--- config.mk ---
export PLATFORM = sky130hd
export DESIGN_NAME = iter_alu
export DESIGN_NICKNAME = d
export VERILOG_FILES = /design/src/rtl/iter_alu.sv
export SDC_FILE = /design/constraint.sdc
export NUM_CORES = 1
export LEC_CHECK = 0
export BUFFER_PORTS_ARGS = -buffer_cell sky130_fd_sc_hd__buf_2
export CORE_UTILIZATION = 30
export DETAILED_ROUTE_END_ITERATION = 8
export GPL_TIMING_DRIVEN = 0
export SYNTH_ARGS = -nofsm -noshare
export SYNTH_HDL_FRONTEND = slang
export SYNTH_SLANG_ARGS = --single-unit
export TNS_END_PERCENT = 1
--- constraint.sdc ---
create_clock -name clk -period 1.2 [get_ports clk]
set_input_delay 0.06 -clock clk [delete_from_list [all_inputs] [get_ports clk]]
set_output_delay 0.06 -clock clk [all_outputs]
set_load 0.02 [all_outputs]
--- src/rtl/iter_alu.sv ---
// iter_alu: registered ALU with an optional iterative unsigned multiply/divide unit.
// Single-cycle ops complete one cycle after issue. Op codes 10xx run for WIDTH cycles
// when the macro ITER_ALU_MULDIV_EN is defined; without it they return 0 in one cycle.
module iter_alu #(
    parameter int unsigned WIDTH = 32,
    parameter int unsigned SHW   = $clog2(WIDTH)
) (
    input  logic             clk,
    input  logic             reset,
    input  logic             start,
    input  logic [3:0]       op,
    input  logic [WIDTH-1:0] a,
    input  logic [WIDTH-1:0] b,
    output logic             busy,
    output logic             done,
    output logic [WIDTH-1:0] result,
    output logic             zero
);

    typedef enum logic [1:0] {StIdle, StRun, StDone} state_e;

    state_e           state_q, state_d;
    logic             accept;
    logic             is_iter;
    logic             iter_last;
    logic [WIDTH-1:0] iter_res;
    logic [WIDTH-1:0] alu_out;
    logic [WIDTH-1:0] result_q;

    // New work is taken in IDLE and DONE; RUN ignores start
    assign accept = start && (state_q != StRun);

`ifdef ITER_ALU_MULDIV_EN
    logic [SHW-1:0]     cnt_q;
    // Shared accumulator: mul = {product hi, multiplier/product lo}, div = {remainder, quotient}
    logic [2*WIDTH-1:0] acc_q, acc_d;
    // Multiplicand for mul, divisor for div
    logic [WIDTH-1:0]   opnd_q;
    logic [1:0]         mop_q;
    logic [WIDTH:0]     mul_sum;
    logic [WIDTH:0]     div_trial;

    assign is_iter = (op[3:2] == 2'b10);

    // One shift-add or restoring-divide step per RUN cycle
    always_comb begin
        mul_sum   = {1'b0, acc_q[2*WIDTH-1:WIDTH]} + (acc_q[0] ? {1'b0, opnd_q} : '0);
        div_trial = {acc_q[2*WIDTH-1:WIDTH], acc_q[WIDTH-1]} - {1'b0, opnd_q};
        acc_d     = acc_q;
        if (!mop_q[1]) begin
            acc_d = {mul_sum, acc_q[WIDTH-1:1]};
        end else if (!div_trial[WIDTH]) begin
            acc_d = {div_trial[WIDTH-1:0], acc_q[WIDTH-2:0], 1'b1};
        end else begin
            // Dropped remainder MSB is always 0 here: a set MSB would never borrow
            acc_d = {acc_q[2*WIDTH-2:0], 1'b0};
        end
    end

    assign iter_last = (state_q == StRun) && (cnt_q == '0);
    // mulhu/remu take the upper half, mul/divu the lower half
    assign iter_res  = mop_q[0] ? acc_d[2*WIDTH-1:WIDTH] : acc_d[WIDTH-1:0];

    // Capture operands on accept, then iterate while in RUN
    always_ff @(posedge clk or posedge reset) begin
        if (reset) begin
            cnt_q  <= '0;
            acc_q  <= '0;
            opnd_q <= '0;
            mop_q  <= '0;
        end else if (accept && is_iter) begin
            cnt_q  <= SHW'(WIDTH - 1);
            acc_q  <= {{WIDTH{1'b0}}, (op[1] ? a : b)};
            opnd_q <= op[1] ? b : a;
            mop_q  <= op[1:0];
        end else if (state_q == StRun) begin
            cnt_q  <= cnt_q - SHW'(1);
            acc_q  <= acc_d;
        end
    end
`else
    assign is_iter   = 1'b0;
    assign iter_last = 1'b0;
    assign iter_res  = '0;
`endif

    // Single-cycle datapath; 10xx and 11xx fall through to zero
    always_comb begin
        alu_out = '0;
        case (op)
            4'b0000: alu_out = a + b;
            4'b0001: alu_out = a - b;
            4'b0010: alu_out = a & b;
            4'b0011: alu_out = a | b;
            4'b0100: alu_out = a << b[SHW-1:0];
            4'b0101: alu_out = a >> b[SHW-1:0];
            4'b0110: alu_out = {{(WIDTH-1){1'b0}}, (a < b)};
            4'b0111: alu_out = a ^ b;
            default: alu_out = '0;
        endcase
    end

    // State register
    always_ff @(posedge clk or posedge reset) begin
        if (reset) begin
            state_q <= StIdle;
        end else begin
            state_q <= state_d;
        end
    end

    // Next-state logic
    always_comb begin
        state_d = state_q;
        case (state_q)
            StIdle, StDone: begin
                if (accept) begin
                    state_d = is_iter ? StRun : StDone;
                end else begin
                    state_d = StIdle;
                end
            end
            StRun: begin
                if (iter_last) begin
                    state_d = StDone;
                end
            end
            default: state_d = StIdle;
        endcase
    end

    // Result register, written only on the edge that enters DONE
    always_ff @(posedge clk or posedge reset) begin
        if (reset) begin
            result_q <= '0;
        end else if (accept && !is_iter) begin
            result_q <= alu_out;
        end else if (iter_last) begin
            result_q <= iter_res;
        end
    end

    // Outputs decoded from registered state and result
    always_comb begin
`ifdef ITER_ALU_MULDIV_EN
        busy = (state_q == StRun);
`else
        busy = 1'b0;
`endif
        done   = (state_q == StDone);
        result = result_q;
        zero   = (result_q == '0);
    end

endmodule

==> flow_summary.yaml <==
outcome:
  outcome: "complete, but fails checks"
  violated_checks: "negative setup slack"
logic_synthesis:
  netlist_instances: 1312
  ys_ff_latch: 33
  syn-mean-instance-area_sq_um: 7.28
  yosysSeqAreaShare: 0.0865
  number_of_enable_type_register_cells_in_the_synthesized_netlist: 0
  post_synth_instance_area_sq_mm: 0.00955
  yosysUniqueCellTypes: 86
  ys_warn_count: 0
  synth_ff_type: "dfrtp_1"
  synth-async-reset-ratio: 1.00
  synth_fp_nets: 1487
place:
  gp_congestion: 1.01
  dp_hpwl_mm: 43.6
  buffer_ports.inserted: 103
  detailed_place.area_sq_mm: 0.0107
setup_path:
  crit_path_max_fanout: 12
  timing_worst_setup_path_type: "input pin to flip-flop"
  path_delay_family: "compound AO/OA/AOI/OAI gates"
  setup.worst_path.end_class: "flip-flop"
  crit_start: "b[1]"
  max_stage_delay_ps: 500
  critical_path.n_buffers_inverters: 5
  cp_cell_sequence: "buf_2 -> buf_8 -> inv_4 -> buf_6 -> buf_8 -> fa_2 -> nand2b_4 -> a2111oi_4 -> o311a_1 -> o21ai_2 -> and4b_4 -> nor4_4 -> o41ai_2 -> mux2i_1 -> o311ai_1"
  cp_data_required_time_ps: 1330
  worstReg2RegStart: "result[25]$_DFFE_PP0P_"
  worst_path_max_delay_cell: "o41ai_2"
  cp-start-kind: "input pin"
  arrival_ps: 3200
  crit_path_frequent_cell: "buf_8"
floorplanning:
  floorplan.die_area_sq_mm: 0.0325
  initial_utilization: 0.308
  rows: 64
  die_h_um: 180
  chipWidth_um: 180
  ios: 106
  core-area_sq_mm: 0.0310
drt:
  detailedRoute.firstPassIterationCount: 8
  via_count: 11500
  drc: 0
  routed_wire_length_per_instance_um: 29.0
  totalWireLength_mm: 53.0
  initial_drt_markers: 1543
  via_per_inst: 6.32
  drt.antenna.violating_nets: 0
clock_network:
  clk_root_buffer_cell: "clkbuf_16"
  ctsLongestPathBuffers: 2
  clock_sink_total: 33
  tritoncts: "done"
  cts_made_buffers: 5
  insertion_delay_ps: 280
  ctsHtreeMaxLevel: 2
  worst_setup_hold_path_clk_slew_ps: 50
timing:
  postLayoutSetupSlackWorst_ps: -1870
  max_slew_margin: 0.305
  fmaxAchievable_mhz: 326
  grt_setup_unrepaired: "yes"
  finalSetupViolations: 33
  hold_slack_ps: 29.0
  fin_setup_tns_ps: -51730
  pins_over_their_slew_limit: 0
  skew_ps: 0
  final_hold_viol_count: 0
  tightest_slew_ps: 1030
  period_needed_ps: 3070
  timing.final.crit_share: 2.56
power:
  irDropWorstVdd_v: 0.000434
  cellLeakagePower_nw: 4.75
  power.density_cell_area_mw_per_mm2: 715
global_routing:
  first_global_vias: 10700
  first_pass_grt_wire_length_mm: 76.3
  grt_overflow: 0
  maximum_number_of_pins_on_one_net_before_global_route_repair: 34
  grt_antenna_before_repair: 3
  total_routing_usage_gr: 0.319
hold_path:
  min_from: "start"
  min-delay-path-class: "input pin to flip-flop"
run:
  maxCapViolCount: 0
layout:
  register_area_sq_um: 826
  final_area_sq_mm: 0.0113
  final_net_count: 1602
  layout-area-overhead-vs-synth_pct: 18.2
  post_route_cells_drive_above_1_share: 0.207
  multi_input_area_sq_mm: 0.00825
  num-fill-cells: 3331
## worst paths after layout
kind,to,slack (ps),depth (start not counted)
max in group asynchronous,result[6]$_DFFE_PP0P_,280,3
min in group asynchronous,result[26]$_DFFE_PP0P_,450,3
setup reg to reg,result[25]$_DFFE_PP0P_,-500,7
setup / recovery,result[28]$_DFFE_PP0P_,-1870,15
hold / removal,state_q[1]$_DFF_PP0_,30,1
hold reg to reg,result[13]$_DFFE_PP0P_,540,2
## per-layer routing
layer | track usage | routed length [um] | vias to the layer above
li1 | - | - | 5098
met1 | 0.436 | 22800 | 5637
met2 | 0.481 | 22300 | 707
met3 | 0.0930 | 6120 | 91
met4 | 0.0920 | 1760 | 4
met5 | 0 | 26 | -
## state kept, by name, summed over array words and instances (netlist names)
signal,flops
result,32
state_q,1
## placed cells by master, fill, tap and decap left out, types with 10 or more instances in the layout
| master | n |
|---|---|
| o21bai_1 | 21 |
| clkbuf_1 | 45 |
| mux4_2 | 37 |
| inv_1 | 97 |
| dfrtp_1 | 33 |
| xnor2_1 | 14 |
| o211ai_1 | 22 |
| a211oi_1 | 13 |
| nor3_1 | 30 |
| nand2_1 | 109 |
| or3_1 | 10 |
| mux2_2 | 12 |
| mux2i_1 | 46 |
| nand4_1 | 13 |
| o22ai_1 | 10 |
| o21ai_0 | 110 |
| buf_4 | 17 |
| nor2_1 | 129 |
| a31oi_1 | 10 |
| nand3_1 | 22 |
| o221ai_1 | 10 |
| ha_1 | 99 |
| a22oi_1 | 19 |
| a21oi_1 | 110 |
| buf_2 | 119 |
| and3_1 | 11 |
## per-stage QoR
| stage | total power (W) | util | cells | worst slack, ps |
|---|---|---|---|---|
| floorplan | 0.00446 | - | 1312 | -1410 |
| global placement | 0.00642 | 0.345 | 1811 | -2670 |
| detailed placement | 0.00641 | 0.345 | 1811 | -2620 |
| CTS | 0.00784 | 0.361 | 1822 | -1830 |
| global route | 0.00846 | 0.364 | 1824 | -1940 |
| finish | 0.00807 | 0.364 | 1826 | -1870 |
## cell type report
type	instances	share of cell area
multi-input combinational	1078	0.731
sequential	33	0.0732
buffer	100	0.0540
timing repair buffer	108	0.0502
tap	396	0.0439
inverter	101	0.0351
clock buffer	6	0.0114
clock inverter	2	0.000887
antenna	2	0.000443
## timing repair
| action | 4_1_cts | 5_1_grt |
|---|---|---|
| cloned | 0 | 0 |
| endpoints found under the hold margin | 0 | 33 |
| setup endpoints to repair | 33 | 33 |
| hold buffers | 0 | 1 |
| resized for setup | 80 | 15 |
| buffers inserted | 3 | 1 |
| pin swaps | 16 | 9 |
## power by group
part | internal (W) | total (W) | switching, W
Clock | 0.000761 | 0.00122 | 0.000460
Combinational | 0.00184 | 0.00547 | 0.00363
Sequential | 0.00124 | 0.00138 | 0.000143
## logic make-up after synthesis
group                    count (synthesis)  share of synthesized area
AO/OA/AOI/OAI                          460                      0.313
buffers and inverters                  201                     0.0909
AND/OR/NAND/NOR                        395                      0.196
flip-flops                              33                     0.0865
XOR/XNOR                                18                     0.0165
adder cells (fa/ha/maj)                104                      0.138
multiplexers                           100                      0.159
other                                    1                   0.000393
## cells in the mapped netlist (all sizes together) (4+ instances only)
cell type | count | area share
nor2 | 130 | 0.051
o21ai | 122 | 0.065
a21oi | 116 | 0.061
nand2 | 110 | 0.043
ha | 102 | 0.13
inv | 100 | 0.039
clkbuf | 52 | 0.020
mux2i | 49 | 0.051
buf | 47 | 0.030
mux4 | 39 | 0.093
dfrtp | 33 | 0.086
nor3 | 33 | 0.018
nand3 | 24 | 0.013
o211ai | 22 | 0.017
a211oi | 21 | 0.017
o21bai | 21 | 0.017
a22oi | 20 | 0.016
a221oi | 16 | 0.015
xnor2 | 16 | 0.015
nor4 | 15 | 0.011
a31oi | 13 | 0.0085
nand4 | 13 | 0.0085
mux2 | 12 | 0.014
and3 | 11 | 0.0072
o221ai | 11 | 0.010
o31ai | 11 | 0.0092
or3 | 11 | 0.0072
nand2b | 10 | 0.0073
o22ai | 10 | 0.0066
a21boi | 8 | 0.0063
a21o | 8 | 0.0063
nor2b | 8 | 0.0052
o2111ai | 7 | 0.0064
and2 | 6 | 0.0039
o21a | 6 | 0.0047
a211o | 5 | 0.0046
o31a | 5 | 0.0046
or2 | 5 | 0.0033
a222oi | 4 | 0.0042
o22a | 4 | 0.0037
o311ai | 4 | 0.0037
(Power assumes the default switching activity.)
